--- src/rtl/touch_adc_spi.sv ---
// touch_adc_spi
//   Front end for the LTM panel's ADS7843-class touch ADC. Debounces pen-down,
//   runs back-to-back X/Y 8-bit conversion frames over the 3-wire serial link
//   while the pen stays down, and publishes each coordinate pair to the UI stage.
//
// Ports
//   sys_clk       in   system clock
//   iRST_n        in   asynchronous active-low reset
//   adc_penirq_n  in   raw pen interrupt from the ADC (asynchronous)
//   adc_dout      in   ADC serial data out
//   adc_dclk      out  ADC serial clock (idles low)
//   adc_din       out  ADC serial command in
//   adc_cs_n      out  ADC chip select (active low)
//   x, y          out  latest coordinates (inversion applied)
//   new_coord_r   out  one-cycle pulse in the cycle x/y change
//   penirq_n_o    out  PULSE_W-cycle low strobe, once per published sample
//   transmit_en   out  high for the whole touch session
//   fsm_state     out  current FSM state, for debug/checkers
//
// Output signalling: there is no backpressure. new_coord_r is a one-cycle
// "valid" with x/y stable in that cycle and held until the next pulse;
// penirq_n_o falls exactly one cycle after each new_coord_r pulse.

module touch_adc_spi #(
  parameter int CLK_DIV    = 4,
  parameter int DEBOUNCE   = 1000,
  parameter int RELEASE    = 1000,
  parameter int SAMPLE_GAP = 5000,
  parameter int PULSE_W    = 16,
  parameter int INV_X      = 0,
  parameter int INV_Y      = 0
) (
  input  logic       sys_clk,
  input  logic       iRST_n,
  input  logic       adc_penirq_n,
  input  logic       adc_dout,
  output logic       adc_dclk,
  output logic       adc_din,
  output logic       adc_cs_n,
  output logic [7:0] x,
  output logic [7:0] y,
  output logic       new_coord_r,
  output logic       penirq_n_o,
  output logic       transmit_en,
  output logic [2:0] fsm_state
);

  localparam logic [2:0] S_IDLE     = 3'd0;
  localparam logic [2:0] S_DEBOUNCE = 3'd1;
  localparam logic [2:0] S_CONV_X   = 3'd2;
  localparam logic [2:0] S_CONV_Y   = 3'd3;
  localparam logic [2:0] S_PUBLISH  = 3'd4;
  localparam logic [2:0] S_GAP      = 3'd5;

  localparam logic [7:0] CMD_X = 8'hD8;
  localparam logic [7:0] CMD_Y = 8'h98;

  // Counters are sized to hold their parameter value itself, so that a
  // power-of-two parameter still fits.
  localparam int DIV_W = $clog2(CLK_DIV + 1);
  localparam int DEB_W = $clog2(DEBOUNCE + 1);
  localparam int REL_W = $clog2(RELEASE + 1);
  localparam int GAP_W = $clog2(SAMPLE_GAP + 1);
  localparam int PW_W  = $clog2(PULSE_W + 1);

  localparam logic [DIV_W-1:0] DIV_LAST = DIV_W'(CLK_DIV - 1);
  localparam logic [DEB_W-1:0] DEB_MAX  = DEB_W'(DEBOUNCE);
  localparam logic [REL_W-1:0] REL_MAX  = REL_W'(RELEASE);
  localparam logic [GAP_W-1:0] GAP_LAST = GAP_W'(SAMPLE_GAP - 1);
  localparam logic [PW_W-1:0]  PW_LAST  = PW_W'(PULSE_W - 1);

  // A frame is counted in DCLK half-periods (each CLK_DIV cycles long):
  //   half 0        : CS low, DCLK low, command MSB set up
  //   odd halves    : DCLK high (rising edge k at half 2k-1)
  //   even halves   : DCLK low  (falling edge k at half 2k)
  //   halves 33, 34 : padding period; CS already high, rising edge 17 at 33
  // The padding period doubles as the 2*CLK_DIV CS-high gap between X and Y.
  localparam logic [5:0] HALF_LAST   = 6'd34;
  localparam logic [5:0] HALF_CS_OFF = 6'd33;
  localparam logic [5:0] HALF_CMD_END = 6'd16;
  localparam logic [5:0] HALF_D7     = 6'd19;

  logic [1:0]       pen_sync;
  logic             pen_dn;
  logic [2:0]       state;
  logic [DIV_W-1:0] div_cnt;
  logic [5:0]       half_cnt;
  logic [5:0]       half_nxt;
  logic [DEB_W-1:0] deb_cnt;
  logic [REL_W-1:0] rel_cnt;
  logic [GAP_W-1:0] gap_cnt;
  logic [PW_W-1:0]  strobe_cnt;
  logic [7:0]       shreg;
  logic [7:0]       raw_x;
  logic [7:0]       cmd;

  assign pen_dn    = ~pen_sync[1];
  assign half_nxt  = half_cnt + 6'd1;
  assign cmd       = (state == S_CONV_X) ? CMD_X : CMD_Y;
  assign fsm_state = state;

  always_ff @(posedge sys_clk or negedge iRST_n) begin
    if (!iRST_n) pen_sync <= 2'b11;
    else         pen_sync <= {pen_sync[0], adc_penirq_n};
  end

  always_ff @(posedge sys_clk or negedge iRST_n) begin
    if (!iRST_n) begin
      state       <= S_IDLE;
      div_cnt     <= '0;
      half_cnt    <= '0;
      deb_cnt     <= '0;
      rel_cnt     <= '0;
      gap_cnt     <= '0;
      strobe_cnt  <= '0;
      shreg       <= '0;
      raw_x       <= '0;
      adc_dclk    <= 1'b0;
      adc_din     <= 1'b0;
      adc_cs_n    <= 1'b1;
      x           <= '0;
      y           <= '0;
      new_coord_r <= 1'b0;
      penirq_n_o  <= 1'b1;
      transmit_en <= 1'b0;
    end else begin
      new_coord_r <= 1'b0;

      if (strobe_cnt != '0) strobe_cnt <= strobe_cnt - 1'b1;
      else                  penirq_n_o <= 1'b1;

      case (state)
        S_IDLE: begin
          deb_cnt <= '0;
          if (pen_dn) begin
            deb_cnt <= DEB_W'(1);
            state   <= S_DEBOUNCE;
          end
        end

        S_DEBOUNCE: begin
          if (!pen_dn) begin
            deb_cnt <= '0;
            state   <= S_IDLE;
          end else if (deb_cnt >= DEB_MAX - 1'b1) begin
            deb_cnt  <= DEB_MAX;
            div_cnt  <= '0;
            half_cnt <= '0;
            adc_cs_n <= 1'b0;
            adc_dclk <= 1'b0;
            adc_din  <= CMD_X[7];
            state    <= S_CONV_X;
          end else begin
            deb_cnt <= deb_cnt + 1'b1;
          end
        end

        S_CONV_X, S_CONV_Y: begin
          if (div_cnt == DIV_LAST) begin
            div_cnt <= '0;
            if (half_cnt == HALF_LAST) begin
              if (state == S_CONV_X) begin
                raw_x    <= shreg;
                half_cnt <= '0;
                adc_cs_n <= 1'b0;
                adc_dclk <= 1'b0;
                adc_din  <= CMD_Y[7];
                state    <= S_CONV_Y;
              end else begin
                // x, y, new_coord_r and transmit_en all become visible in
                // the PUBLISH cycle.
                x           <= (INV_X != 0) ? (8'hFF - raw_x) : raw_x;
                y           <= (INV_Y != 0) ? (8'hFF - shreg) : shreg;
                new_coord_r <= 1'b1;
                transmit_en <= 1'b1;
                state       <= S_PUBLISH;
              end
            end else begin
              half_cnt <= half_nxt;
              adc_dclk <= half_nxt[0];
              adc_cs_n <= (half_nxt >= HALF_CS_OFF);
              // Command bits move only on falling edges; zero after bit 0.
              if (!half_nxt[0])
                adc_din <= (half_nxt < HALF_CMD_END) ? cmd[3'd7 - half_nxt[3:1]] : 1'b0;
              // Rising edges 10..17 carry D7..D0.
              if (half_nxt[0] && (half_nxt >= HALF_D7))
                shreg <= {shreg[6:0], adc_dout};
            end
          end else begin
            div_cnt <= div_cnt + 1'b1;
          end
        end

        S_PUBLISH: begin
          penirq_n_o <= 1'b0;
          strobe_cnt <= PW_LAST;
          gap_cnt    <= '0;
          rel_cnt    <= '0;
          state      <= S_GAP;
        end

        S_GAP: begin
          if (pen_dn)                rel_cnt <= '0;
          else if (rel_cnt != REL_MAX) rel_cnt <= rel_cnt + 1'b1;

          if (!pen_dn && (rel_cnt >= REL_MAX - 1'b1)) begin
            transmit_en <= 1'b0;
            state       <= S_IDLE;
          end else if (gap_cnt == GAP_LAST) begin
            // Gap expired: a pen that is up but not yet released just
            // parks here until it comes back down or times out.
            if (pen_dn) begin
              div_cnt  <= '0;
              half_cnt <= '0;
              adc_cs_n <= 1'b0;
              adc_dclk <= 1'b0;
              adc_din  <= CMD_X[7];
              state    <= S_CONV_X;
            end
          end else begin
            gap_cnt <= gap_cnt + 1'b1;
          end
        end

        default: state <= S_IDLE;
      endcase
    end
  end

endmodule

--- config.mk ---
export PLATFORM = sky130hd
export DESIGN_NAME = touch_adc_spi
export DESIGN_NICKNAME = d
export VERILOG_FILES = /design/src/rtl/touch_adc_spi.sv
export SDC_FILE = /design/constraint.sdc
export NUM_CORES = 1
export LEC_CHECK = 0
export CORE_UTILIZATION = 45
export CTS_BUF_LIST = sky130_fd_sc_hd__clkbuf_16
export DETAILED_ROUTE_END_ITERATION = 12
export GPL_ROUTABILITY_DRIVEN = 0
export PLACE_DENSITY = 0.66
export SKIP_CTS_REPAIR_TIMING = 1
export SLEW_MARGIN = 20
export SYNTH_ARGS = -nofsm -noshare
export SYNTH_HDL_FRONTEND = slang
export SYNTH_SLANG_ARGS = --single-unit
--- constraint.sdc ---
create_clock -name sys_clk -period 2.1 [get_ports sys_clk]
set_input_delay 0.315 -clock sys_clk [delete_from_list [all_inputs] [get_ports sys_clk]]
set_output_delay 0.315 -clock sys_clk [all_outputs]
set_load 0.005 [all_outputs]
==> impl_summary.log <==
[metrics] run status: finished clean
[metrics] per-cell via count in the routed design: 5.598
[metrics] IO Count: 29
[metrics] clock root buffer: clkbuf_16
[metrics] final hold violation count: 0
[metrics] diodes inserted: 0
[metrics] first-pass GRT wire length: 16.24 mm
[metrics] FMAX: 0.4955 GHz
[metrics] worst-margin pin slew: around 0.66 ns
[metrics] highest-count cells in the layout ignoring fill and taps: 85 x dfrtp_1, 50 x buf_4, 35 x o21ai_0
[metrics] floorplan core area: between 9000 and 10000 um^2
[metrics] Total Routing Usage GR: between 10% and 20%
[metrics] fraction of final layout cells sized beyond drive strength 1: about a quarter
[metrics] setup slack after layout: 0.08191 ns
[metrics] number of warning messages in the yosys log: 0
[metrics] CTS sink count: 89
[metrics] Total Power Consumption: roughly 3.4 mW
[metrics] Die Y: around 100 um
[metrics] Setup Total Neg Slack: 0 ns
[metrics] share of synthesized registers carrying an async set or reset: 100.0%
[metrics] Final Setup Violations: 0
[metrics] IO buf count: 28
[metrics] maximum fanout count along the critical path: 8
[metrics] Crit. End Element: flop
[metrics] pre-CTS WS: -0.009855 ns
[metrics] startpoint of the worst hold path: pen_sync[0]
[metrics] post-synthesis register bit count: 89
[metrics] fin nets: between 500 and 600
[metrics] number of antenna violations at the first check in global routing: 0
[metrics] worst hold stages: 0
[metrics] startpoint of the worst register-to-register path: adc_dclk
[metrics] data arrival time of the worst path: roughly 2.2 ns
[metrics] maximum number of buffers from clock root to sink: 2
[metrics] reg2reg setup slack: approximately 0.08 ns
[metrics] max-slew headroom at the worst pin: a little under three fifths
[metrics] most common library cell in the layout ignoring fill and taps: dfrtp_1
[metrics] R2R cell count: 8
[metrics] Clock Latency Late Sink: roughly 0.34 ns
[metrics] GR Overflow Total: 0
[metrics] number of enable flip-flop cells after synthesis: 0
[metrics] ratio of final minimum period to clock period: between 90% and 100%
[metrics] First DRT Iteration DRCs: roughly 160
[metrics] clock transition time at the flip-flop clock pins of the worst setup and hold paths: 0.07 ns
[metrics] area growth from synthesis to final layout: 23.61%
[metrics] number of inserted filler cells in the final layout: roughly 840
[metrics] FF/Latch Area: approximately 2200 um^2
[metrics] Pins Over Slew Limit: 0
[metrics] number of nets still failing antenna checks after routing: 0
[metrics] vias in the first global route: approximately 3500
[metrics] starting utilization of the core area: 46.42%
[metrics] post-route non-filler standard cell count: roughly 640
[metrics] most instantiated flip-flop cell in the synthesis netlist: dfrtp_1
[metrics] cell count after synthesis: around 440
[metrics] aggregate routed wire length: a little under 10 mm
[metrics] CTS tree: yes
[metrics] total via count in the routed design: 3594
[metrics] Required @ worst endpoint: ~2.3 ns
[metrics] part of the Yosys area used for sequential elements: 49.20%
[metrics] final worst clock skew: 0.008228 ns
[metrics] maximum capacitance violations: 0
[metrics] detailed-route wire length per cell: approximately 15 um
[metrics] hold endpoint: pen_sync[1]
[metrics] DRC violations left: 0
[metrics] nets in the synthesized netlist: 450
[metrics] mean instance size in the synthesized netlist: between 10 and 15 um^2
[metrics] Lkg Pwr: approximately 2.6 nW
[metrics] cell count after placement: 620
[metrics] Peak supply drop: about 0.32 mV
[metrics] CP Class: reg -> reg
[metrics] pin count of the biggest net entering global routing: 38
[metrics] die width: a little over 100 um
[metrics] Rows: 36
[metrics] cell area after placement: about 5200 um^2
[metrics] startpoint type of the worst setup path: flop
[metrics] worst hold slack after final layout: 0.3556 ns
[metrics] area occupied by multi-input gates: 2172 um^2
[metrics] combined area of all synthesized cells: about 4500 um^2
[metrics] Reg-to-Reg End: shreg[4]
[metrics] area enclosed by the die boundary: roughly 10000 um^2
[metrics] power density of the placed cells: between 600 and 700 nW/um^2
[metrics] placed wire-length estimate after detailed placement: 6.714 mm
[metrics] cell area after layout: around 5600 um^2
[metrics] Synth cell types: 67
[metrics] crit path time final: 2.018 ns
[metrics] Min-Delay Path Class: reg -> reg
[metrics] Final Util: 57.37%
[metrics] number of optimization iterations in the first detailed-route pass: 5
[metrics] H-tree level count: 3
[metrics] number of buffers added by the clock tree synthesis step: 9
==> cell type report <==
type | count | share of cell area [%]
multi-input combinational | 309 | 38.73
tap | 133 | 2.967
sequential | 89 | 39.80
clock buffer | 9 | 4.016
timing repair buffer | 80 | 12.25
inverter | 15 | 1.004
clock inverter | 7 | 1.227
==> state kept, by name (all words and copies together) (netlist names), 8 cells and up <==
register / flops
gap_cnt: 13
deb_cnt: 10
rel_cnt: 10
raw_x: 8
shreg: 8
x: 8
y: 8
==> where the power goes <==
group	internal (mW)	switching [mW]	total [mW]	leakage, nW
clock	0.838	0.743	1.58	0.146
sequential	1.72	0.0123	1.74	1.22
combinational	0.0453	0.0731	0.118	1.20
==> per-layer routing <==
metal	up-vias	share of wire (%)	GRT usage, %
met3	8	3.4	2.941
met5	-	0	0
met2	76	47	31.85
li1	1755	-	-
met4	0	1.1	6.154
met1	1755	49	27.23
==> Yosys cell counts (all sizes together) (3+ instances only) <==
master,count,area [um^2]
and4bb,3,37.54
or2,3,18.77
inv,15,56.30
nor2,22,85.09
mux2,33,371.6
clkbuf,8,30.03
or3,9,56.30
nor4b,3,32.53
xor2,4,35.03
o21a,3,22.52
o21ai,37,188.9
and3,10,62.56
a31oi,9,56.30
ha,10,125.1
nand4,8,56.30
buf,15,87.59
dfstp,4,105.1
a21o,4,30.03
or4,4,30.03
nand3,25,140.1
nand2b,5,31.28
o31ai,21,157.7
dfrtp,85,2127
nand2,30,112.6
nor3,7,40.04
a21oi,23,115.1
==> logic make-up after synthesis <==
logic type | after synthesis | share of synthesized area (%)
flops | 89 | 49.20
mux | 34 | 8.412
fa+ha+maj | 10 | 2.758
simple gates | 140 | 17.49
buf+inv | 38 | 3.833
compound gates | 119 | 17.15
xor+xnor | 6 | 1.158
==> how the worst max path moves through the flow <==
stage / slack (ns) / to / start
2_1_floorplan: 0.01 / adc_cs_n / deb_cnt[0]
3_3_place_gp: 0.07 / gap_cnt[5] / rel_cnt[0]
3_5_place_dp: -0.01 / gap_cnt[5] / rel_cnt[0]
4_1_cts: -0.02 / adc_cs_n / adc_dclk
5_1_grt: -0.02 / shreg[3] / adc_dclk
6_report: 0.08 / shreg[4] / adc_dclk
==> worst max-delay path: stages (launching register included) <==
cell	delay (ns)
dfrtp_1	0.37
inv_1	0.08
ha_1	0.25
or3_1	0.32
a21oi_1	0.18
a2111oi_2	0.08
o21ai_2	0.14
buf_6	0.15
mux2_2	0.33
(Power assumes the default switching activity.)
